File: src/rtl/otp_display_scheduler.sv
// Time-multiplexed 4-digit display driver that shares the display between a user
// OTP and an LFSR OTP, with blanking dead-time and frame-based source arbitration.
module otp_display_scheduler #(
    parameter int DIGIT_CYC      = 1000,
    parameter int BLANK_CYC      = 16,
    parameter int FRAMES_PER_SRC = 64
) (
    input  logic        clk,
    input  logic        rst_n,
    input  logic [15:0] user_otp,
    input  logic [15:0] lfsr_otp,
    input  logic        user_req,
    input  logic        lfsr_req,
    input  logic        freeze,
    output logic [3:0]  bcd,
    output logic [3:0]  an,
    output logic        src,
    output logic        frame_done
);
    localparam int MAX_CYC = (DIGIT_CYC > BLANK_CYC) ? DIGIT_CYC : BLANK_CYC;
    localparam int CNT_W   = $clog2(MAX_CYC + 1);
    localparam int FRM_W   = $clog2(FRAMES_PER_SRC + 1);

    localparam logic [1:0] S_IDLE  = 2'd0;
    localparam logic [1:0] S_BLANK = 2'd1;
    localparam logic [1:0] S_DRIVE = 2'd2;

    logic [1:0]       r_state;
    logic [1:0]       r_idx;
    logic [CNT_W-1:0] r_cnt;
    logic [FRM_W-1:0] r_frames;
    logic [15:0]      r_snap;
    logic             r_src;
    logic [3:0]       r_an;
    logic [3:0]       r_bcd;
    logic             r_frame_done;

    logic             w_any_req;
    logic             w_cur_req;
    logic             w_src_nxt;
    logic [FRM_W-1:0] w_frames_inc;
    logic [FRM_W-1:0] w_frames_nxt;
    logic [15:0]      w_snap_nxt;

    // Arbitration result, consumed only on IDLE exit and at frame boundaries.
    // The frame count saturates so a long freeze cannot wrap it.
    always_comb begin
        w_any_req    = user_req | lfsr_req;
        w_cur_req    = r_src ? lfsr_req : user_req;
        w_frames_inc = (r_frames >= FRM_W'(FRAMES_PER_SRC)) ? r_frames : r_frames + 1'b1;
        w_src_nxt    = r_src;
        w_frames_nxt = w_frames_inc;
        if (r_state == S_IDLE) begin
            w_src_nxt    = ~user_req & lfsr_req;
            w_frames_nxt = '0;
        end else if (freeze && w_cur_req) begin
            w_src_nxt = r_src;
        end else if (user_req && lfsr_req) begin
            if (w_frames_inc >= FRM_W'(FRAMES_PER_SRC)) begin
                w_src_nxt = ~r_src;
            end
        end else if (w_any_req) begin
            w_src_nxt = lfsr_req;
        end else begin
            w_frames_nxt = '0;
        end
        if (w_src_nxt != r_src) begin
            w_frames_nxt = '0;
        end
        w_snap_nxt = w_src_nxt ? lfsr_otp : user_otp;
    end

    always_ff @(posedge clk or negedge rst_n) begin
        if (!rst_n) begin
            r_state      <= S_IDLE;
            r_idx        <= 2'd0;
            r_cnt        <= '0;
            r_frames     <= '0;
            r_snap       <= 16'h0000;
            r_src        <= 1'b0;
            r_an         <= 4'hF;
            r_bcd        <= 4'h0;
            r_frame_done <= 1'b0;
        end else begin
            r_frame_done <= 1'b0;
            case (r_state)
                S_IDLE: begin
                    r_an  <= 4'hF;
                    r_bcd <= 4'h0;
                    if (w_any_req) begin
                        r_src    <= w_src_nxt;
                        r_frames <= w_frames_nxt;
                        r_snap   <= w_snap_nxt;
                        r_idx    <= 2'd0;
                        r_cnt    <= '0;
                        r_state  <= S_BLANK;
                    end
                end
                S_BLANK: begin
                    if (r_cnt == CNT_W'(BLANK_CYC - 1)) begin
                        r_cnt   <= '0;
                        r_an    <= ~(4'b0001 << r_idx);
                        r_bcd   <= r_snap[{r_idx, 2'b00} +: 4];
                        r_state <= S_DRIVE;
                    end else begin
                        r_cnt <= r_cnt + 1'b1;
                    end
                end
                S_DRIVE: begin
                    if (r_cnt == CNT_W'(DIGIT_CYC - 1)) begin
                        r_cnt <= '0;
                        r_an  <= 4'hF;
                        r_bcd <= 4'h0;
                        if (r_idx != 2'd3) begin
                            r_idx   <= r_idx + 1'b1;
                            r_state <= S_BLANK;
                        end else begin
                            r_frame_done <= 1'b1;
                            r_idx        <= 2'd0;
                            if (w_any_req) begin
                                r_src    <= w_src_nxt;
                                r_frames <= w_frames_nxt;
                                r_snap   <= w_snap_nxt;
                                r_state  <= S_BLANK;
                            end else begin
                                r_frames <= '0;
                                r_state  <= S_IDLE;
                            end
                        end
                    end else begin
                        r_cnt <= r_cnt + 1'b1;
                    end
                end
                default: begin
                    r_an    <= 4'hF;
                    r_bcd   <= 4'h0;
                    r_state <= S_IDLE;
                end
            endcase
        end
    end

    assign bcd        = r_bcd;
    assign an         = r_an;
    assign src        = r_src;
    assign frame_done = r_frame_done;
endmodule
File: config.mk
export PLATFORM = sky130hd
export DESIGN_NAME = otp_display_scheduler
export DESIGN_NICKNAME = d
export VERILOG_FILES = /design/src/rtl/otp_display_scheduler.sv
export SDC_FILE = /design/constraint.sdc
export NUM_CORES = 1
export LEC_CHECK = 0
export CAP_MARGIN = 5
export CORE_ASPECT_RATIO = 1.25
export CORE_UTILIZATION = 44
export CTS_CLUSTER_SIZE = 16
export DETAILED_ROUTE_END_ITERATION = 7
export HOLD_SLACK_MARGIN = 0.05
export PLACE_DENSITY = 0.74
export SLEW_MARGIN = 25
export SYNTH_ARGS = -nofsm -noshare
export SYNTH_HDL_FRONTEND = slang
export SYNTH_SLANG_ARGS = --single-unit
File: constraint.sdc
create_clock -name clk -period 3.3 [get_ports clk]
set_input_delay 0.66 -clock clk [delete_from_list [all_inputs] [get_ports clk]]
set_output_delay 0.66 -clock clk [all_outputs]
set_load 0.01 [all_outputs]
== Word level (Yosys, flattened, before mapping) ==
Cells that the tools add are included.
Operators by class
  add/subtract/negate cells: 3
  $lt $le $gt $ge: 2
  equality and inequality tests: 10
  shift operators: 2
  multiplexer cells: 46
  bitwise gates (word level): 5
  reductions and logical operators: 11
Operators with widths (count)
  $mux W16: 4
  $mux W7: 7
  $pmux W16 S2: 1
  $mux W10: 3
  $pmux W10 S3: 1
  $mux W4: 4
  $pmux W4 S2: 2
  $shiftx A16 B5 Y4: 1
  $ge A7 B7 Y1 const B: 2
  $mux W1: 14
  $pmux W7 S2: 1
  $mux W2: 6
  $add A10 B1 Y10 const B: 1
  $eq A10 B10 Y1 const B: 1
  $eq A10 B4 Y1 const B: 1
  $ne A2 B2 Y1 const B: 5
  $reduce_and A3 Y1: 3
  $add A7 B1 Y7 const B: 1
  $pmux W2 S3: 1
  $not A4 Y4: 1
  $pmux W2 S2: 1
  $reduce_and A2 Y1: 2
  $reduce_and A4 Y1: 1
  $shl A1 B2 Y4 const A: 1
  12 further kinds: 14
Word-level totals
  bits in registers: 47
  input port bits: 37
  output and inout bits: 10

== Logic depth before layout (Yosys ltp) ==
  depth after elaboration: 13
  depth in mapped cells: 9
  mapped depth without buffers: 7

== Worst setup path after synthesis ==
OpenSTA, ideal clock, no wires.
  kind: register -> register
  start: register r_cnt[5]
  end: register r_cnt[5]
  library setup time: 121 ps
  data arrival time: 2007 ps
  path slack: 1172 ps
  cell stages (with the launch flop): 6
  path buffers: 0
  cell sequence: dfrtp_1 or4_1 o41a_4 o21a_4 a21o_1 a22o_1
Between the ends
  cells in the longest elaborated chain, start to end: 3
  elaborated cells between the ends (all ways): 6
Ends and longest elaborated chain
  start: declaration: RTL line 30  | logic [CNT_W-1:0] r_cnt;
  start signal: assignment: RTL line 106  | r_cnt <= r_cnt + 1'b1;
  start signal: assignment: RTL line 131  | r_cnt <= r_cnt + 1'b1;
  $add A10 B1 Y10, or another cell as far along: RTL line 106, 131
  $mux W10 (on tied branches): RTL line 110, 100
  $pmux W10 S3 *: RTL line 86  | case (r_state)
Every way passes the cells marked *; elsewhere a longest branch is shown, timed or not.
A chain may end at the register's enable or synchronous reset.

== Worst setup path in the final report ==
  start: register r_idx[0]
  end: register r_frames[0]
Between the ends
  cells in the longest elaborated chain, start to end: 3
Ends and longest elaborated chain
  start: declaration: RTL line 29  | logic [1:0] r_idx;
  start signal: assignment: RTL line 115  | r_idx <= r_idx + 1'b1;
  $ne A2 B2 Y1: RTL line 114  | if (r_idx != 2'd3) begin
  $ne A2 B2 Y1 (no source line)
  $reduce_and A4 Y1 (no source line)
  end signal: assignment: RTL line 92  | r_frames <= w_frames_nxt;
  end signal: assignment: RTL line 122  | r_frames <= w_frames_nxt;
  end: declaration: RTL line 31  | logic [FRM_W-1:0] r_frames;
Every way passes these cells.

==> impl_metrics.yaml <==
outcome:
  status: "finished clean"
logic_synthesis:
  yosys_warnings: 0
  synth_top_area_cell: "dfrtp_1"
  synth_ff_type: "dfrtp_1"
  synthTopCellsByCount: "dfrtp_1, nor2_1, o21ai_0, a31oi_1, nand2_1"
  ys_seq_elements: 47
  synth_async_sr_flop_share_pct: 100.0
  syn-num-nets: 344
  synth_top_area_share_pct: 39.20
  yosysSeqAreaShare_pct: 43.03
  syn_inst: 295
  ys_types: 50
  syn_avg_cell_area_um2: 9.306
  ys_top_cells_by_area: "dfrtp_1, ha_1, o21ai_0, nor2_1, a31oi_1"
  synth_edf_count: 0
  synthesis.area_um2: 2745
  post-synth-top-count-cell: "dfrtp_1"
clocking:
  clk_pin_slew_worst_paths_ns: 0.09
  insertion_delay_ns: 0.30
  htreeDepth: 2
  cts_made_buffers: 5
  ctsHoldBuffers: 0
  post-cts-setup-buffers: 0
  cts_resized: 0
  cts_sinks: 47
  root_buffer: "clkbuf_8"
  cts_tree: "yes"
  cts_buffer_depth: 2
die:
  die_area_um2: 6561
  ios: 47
  start_util_pct: 46.56
  rows: 31
  die_w_um: 72.65
  core-area_um2: 5896
  chipHeight_um: 90.31
pwr:
  ir_drop_v: 0.0003187
  pwr-share-seq_pct: 36.9
  cellLeakagePower_nw: 1.371
  cellPowerDensity_nw_per_um2: 662.6
  pwr-share-clk_pct: 16.4
  power.internal_mw: 1.350
  p_comb_share_pct: 46.6
  swShare_pct: 39.58
  power_switching_uw: 884.2
setup_path:
  reg2reg_from: "r_idx[0]"
  r2r_slack_ns: 0.76
  startpoint_type: "register"
  rr_endpoint: "r_frames[0]"
  cpPeakStageDelay_ns: 0.65
  cp_data_arrival_time_ns: 2.75
  crit_family: "compound AO/OA/AOI/OAI gates"
  crit_fanout: 12
  path_cells: "ha_1 -> nand2_1 -> or3_1 -> a211oi_2 -> a21oi_1 -> o21ai_0"
  cpMaxStageDelayCell: "dfrtp_1"
  critical_path_class: "register to register"
  end_kind: "register"
  worstPathRequired_ns: 3.52
  critPathBufInv: 0
  reg2reg_depth: 6
sta:
  timing.fmax_mhz: 394.1
  setup_ws_ns: 0.7624
  fin_crit_sh_pct: 76.90
  final-setup-viol-count: 0
  worstMarginPinSlew_ns: 0.6855
  final_hold_viol_count: 0
  fin_tns_setup_ns: 0
  min_period_ns: 2.538
  clock_skew_ns: 0.007149
  timing.final.max_slew_violations: 0
  maxSlewHeadroom_pct: 54.22
  grt_setup_unrepaired: "no"
run:
  drv_cap: 0
global_route:
  overflow: 0
  grt_max_degree: 35
  grt_first_pass_wirelength_um: 10700
  grt_pass1_vias: 2261
  antenna_found_initial: 0
  grt_usage_pct: 21.02
placed_design:
  io_buffers: 46
  dp_hpwl_um: 4503
  dp_slack_ns: 0.4868
  place_area_um2: 3273
  gp_congestion: 0.8697
route:
  vias_per_cell: 5.590
  num_vias: 2348
  drt_iter0_markers: 119
  drc: 0
  wl_per_cell_um: 14.90
  drt-total-wl_um: 6257
  drtAntennaViolNets: 0
  drt-pass1-iter-count: 4
layout:
  antenna_cells: 0
  fin_nets: 386
  layout-drive-gt1-share_pct: 9.467
  fillers: 567
  final_area_um2: 3372
  area_growth_pct: 22.83
worst_hold_path:
  hold_class: "input pin to async pin"
[cell type report]
class | instances | area [um2] | share of cell area [%]
Multi-Input combinational cell | 223 | 1450 | 43.01
Timing Repair Buffer | 51 | 505.5 | 14.99
Clock inverter | 2 | 16.27 | 0.4824
Tap cell | 82 | 102.6 | 3.043
Sequential cell | 47 | 1181 | 35.03
Inverter | 9 | 33.78 | 1.002
Clock buffer | 6 | 82.58 | 2.449
[power by group through the flow]
stage,clock (mW),combinational [mW],sequential (mW)
global placement,0,1.02,0.826
finish,0.367,1.04,0.825
floorplan,0,0.759,0.816
detailed placement,0,1.04,0.836
global route,0.411,1.15,0.848
CTS,0.382,1.04,0.825
[layer usage]
metal | part of all wire (%) | track usage, %
met1 | 44 | 27.23
met3 | 2.5 | 4.353
met4 | 0.66 | 6.373
met5 | 0 | 0
met2 | 53 | 34.89
[through the flow]
step | instances | total power [mW] | hold slack, ns | util (%)
after floorplan | 295 | 1.576 | 0.3644 | -
after global placement | 411 | 1.844 | 0.4625 | 55.18
after detailed placement | 412 | 1.872 | 0.4865 | 55.52
after CTS | 420 | 2.251 | 0.3000 | 57.19
after global routing | 420 | 2.411 | 0.3054 | 57.19
final | 420 | 2.234 | 0.2946 | 57.19
[worst register-to-register path, stage by stage, from the launching register on]
cell	delay, ns
dfrtp_1	0.65
ha_1	0.34
nand2_1	0.10
or3_1	0.39
a211oi_2	0.61
a21oi_1	0.19
o21ai_0	0.19
[how the worst max path moves through the flow]
stage,start,endpoint,cells past startpoint
after CTS,r_idx[0],r_frames[0],6
after detailed placement,user_req,r_frames[0],6
final,r_idx[0],r_frames[0],6
after global routing,r_idx[0],r_frames[0],6
after floorplan,r_cnt[5],r_cnt[5],5
after global placement,user_req,r_frames[1],6
[placed cells by master (no fill, tap or decap), drive strengths merged, types with 2 or more instances in the layout]
cell type and n:
or4 2, nor4 2, and3 2, mux4 4, dfrtp 43, buf 6, mux2 2, o21ai 35
nand2b 5, a211oi 2, clkbuf 6, nor2 37, dfstp 4, a22o 8, nand3 15, nand4 18
a31oi 20, clkdlybuf4s50 45, o41ai 2, nand2 20, mux2i 2, nor2b 4, inv 9, a21o 4
a21oi 8, nor3 3, ha 12
[logic make-up (layout without fill, tap and decap cells)]
kind of cell	count (synthesis)	in the layout	synth area share [%]
fa+ha+maj	12	12	5.469
buf+inv	25	68	4.148
compound gates	90	90	21.97
mux	8	8	4.831
flops	47	47	43.03
simple gates	113	113	20.56
[state kept, by name (all words and copies together), names as in the netlist]
register,cells
frame_done,1
r_state,2
bcd,4
src,1
r_cnt,10
an,4
r_snap,16
r_frames,7
r_idx,2
Power figures use the tool's default switching activity.
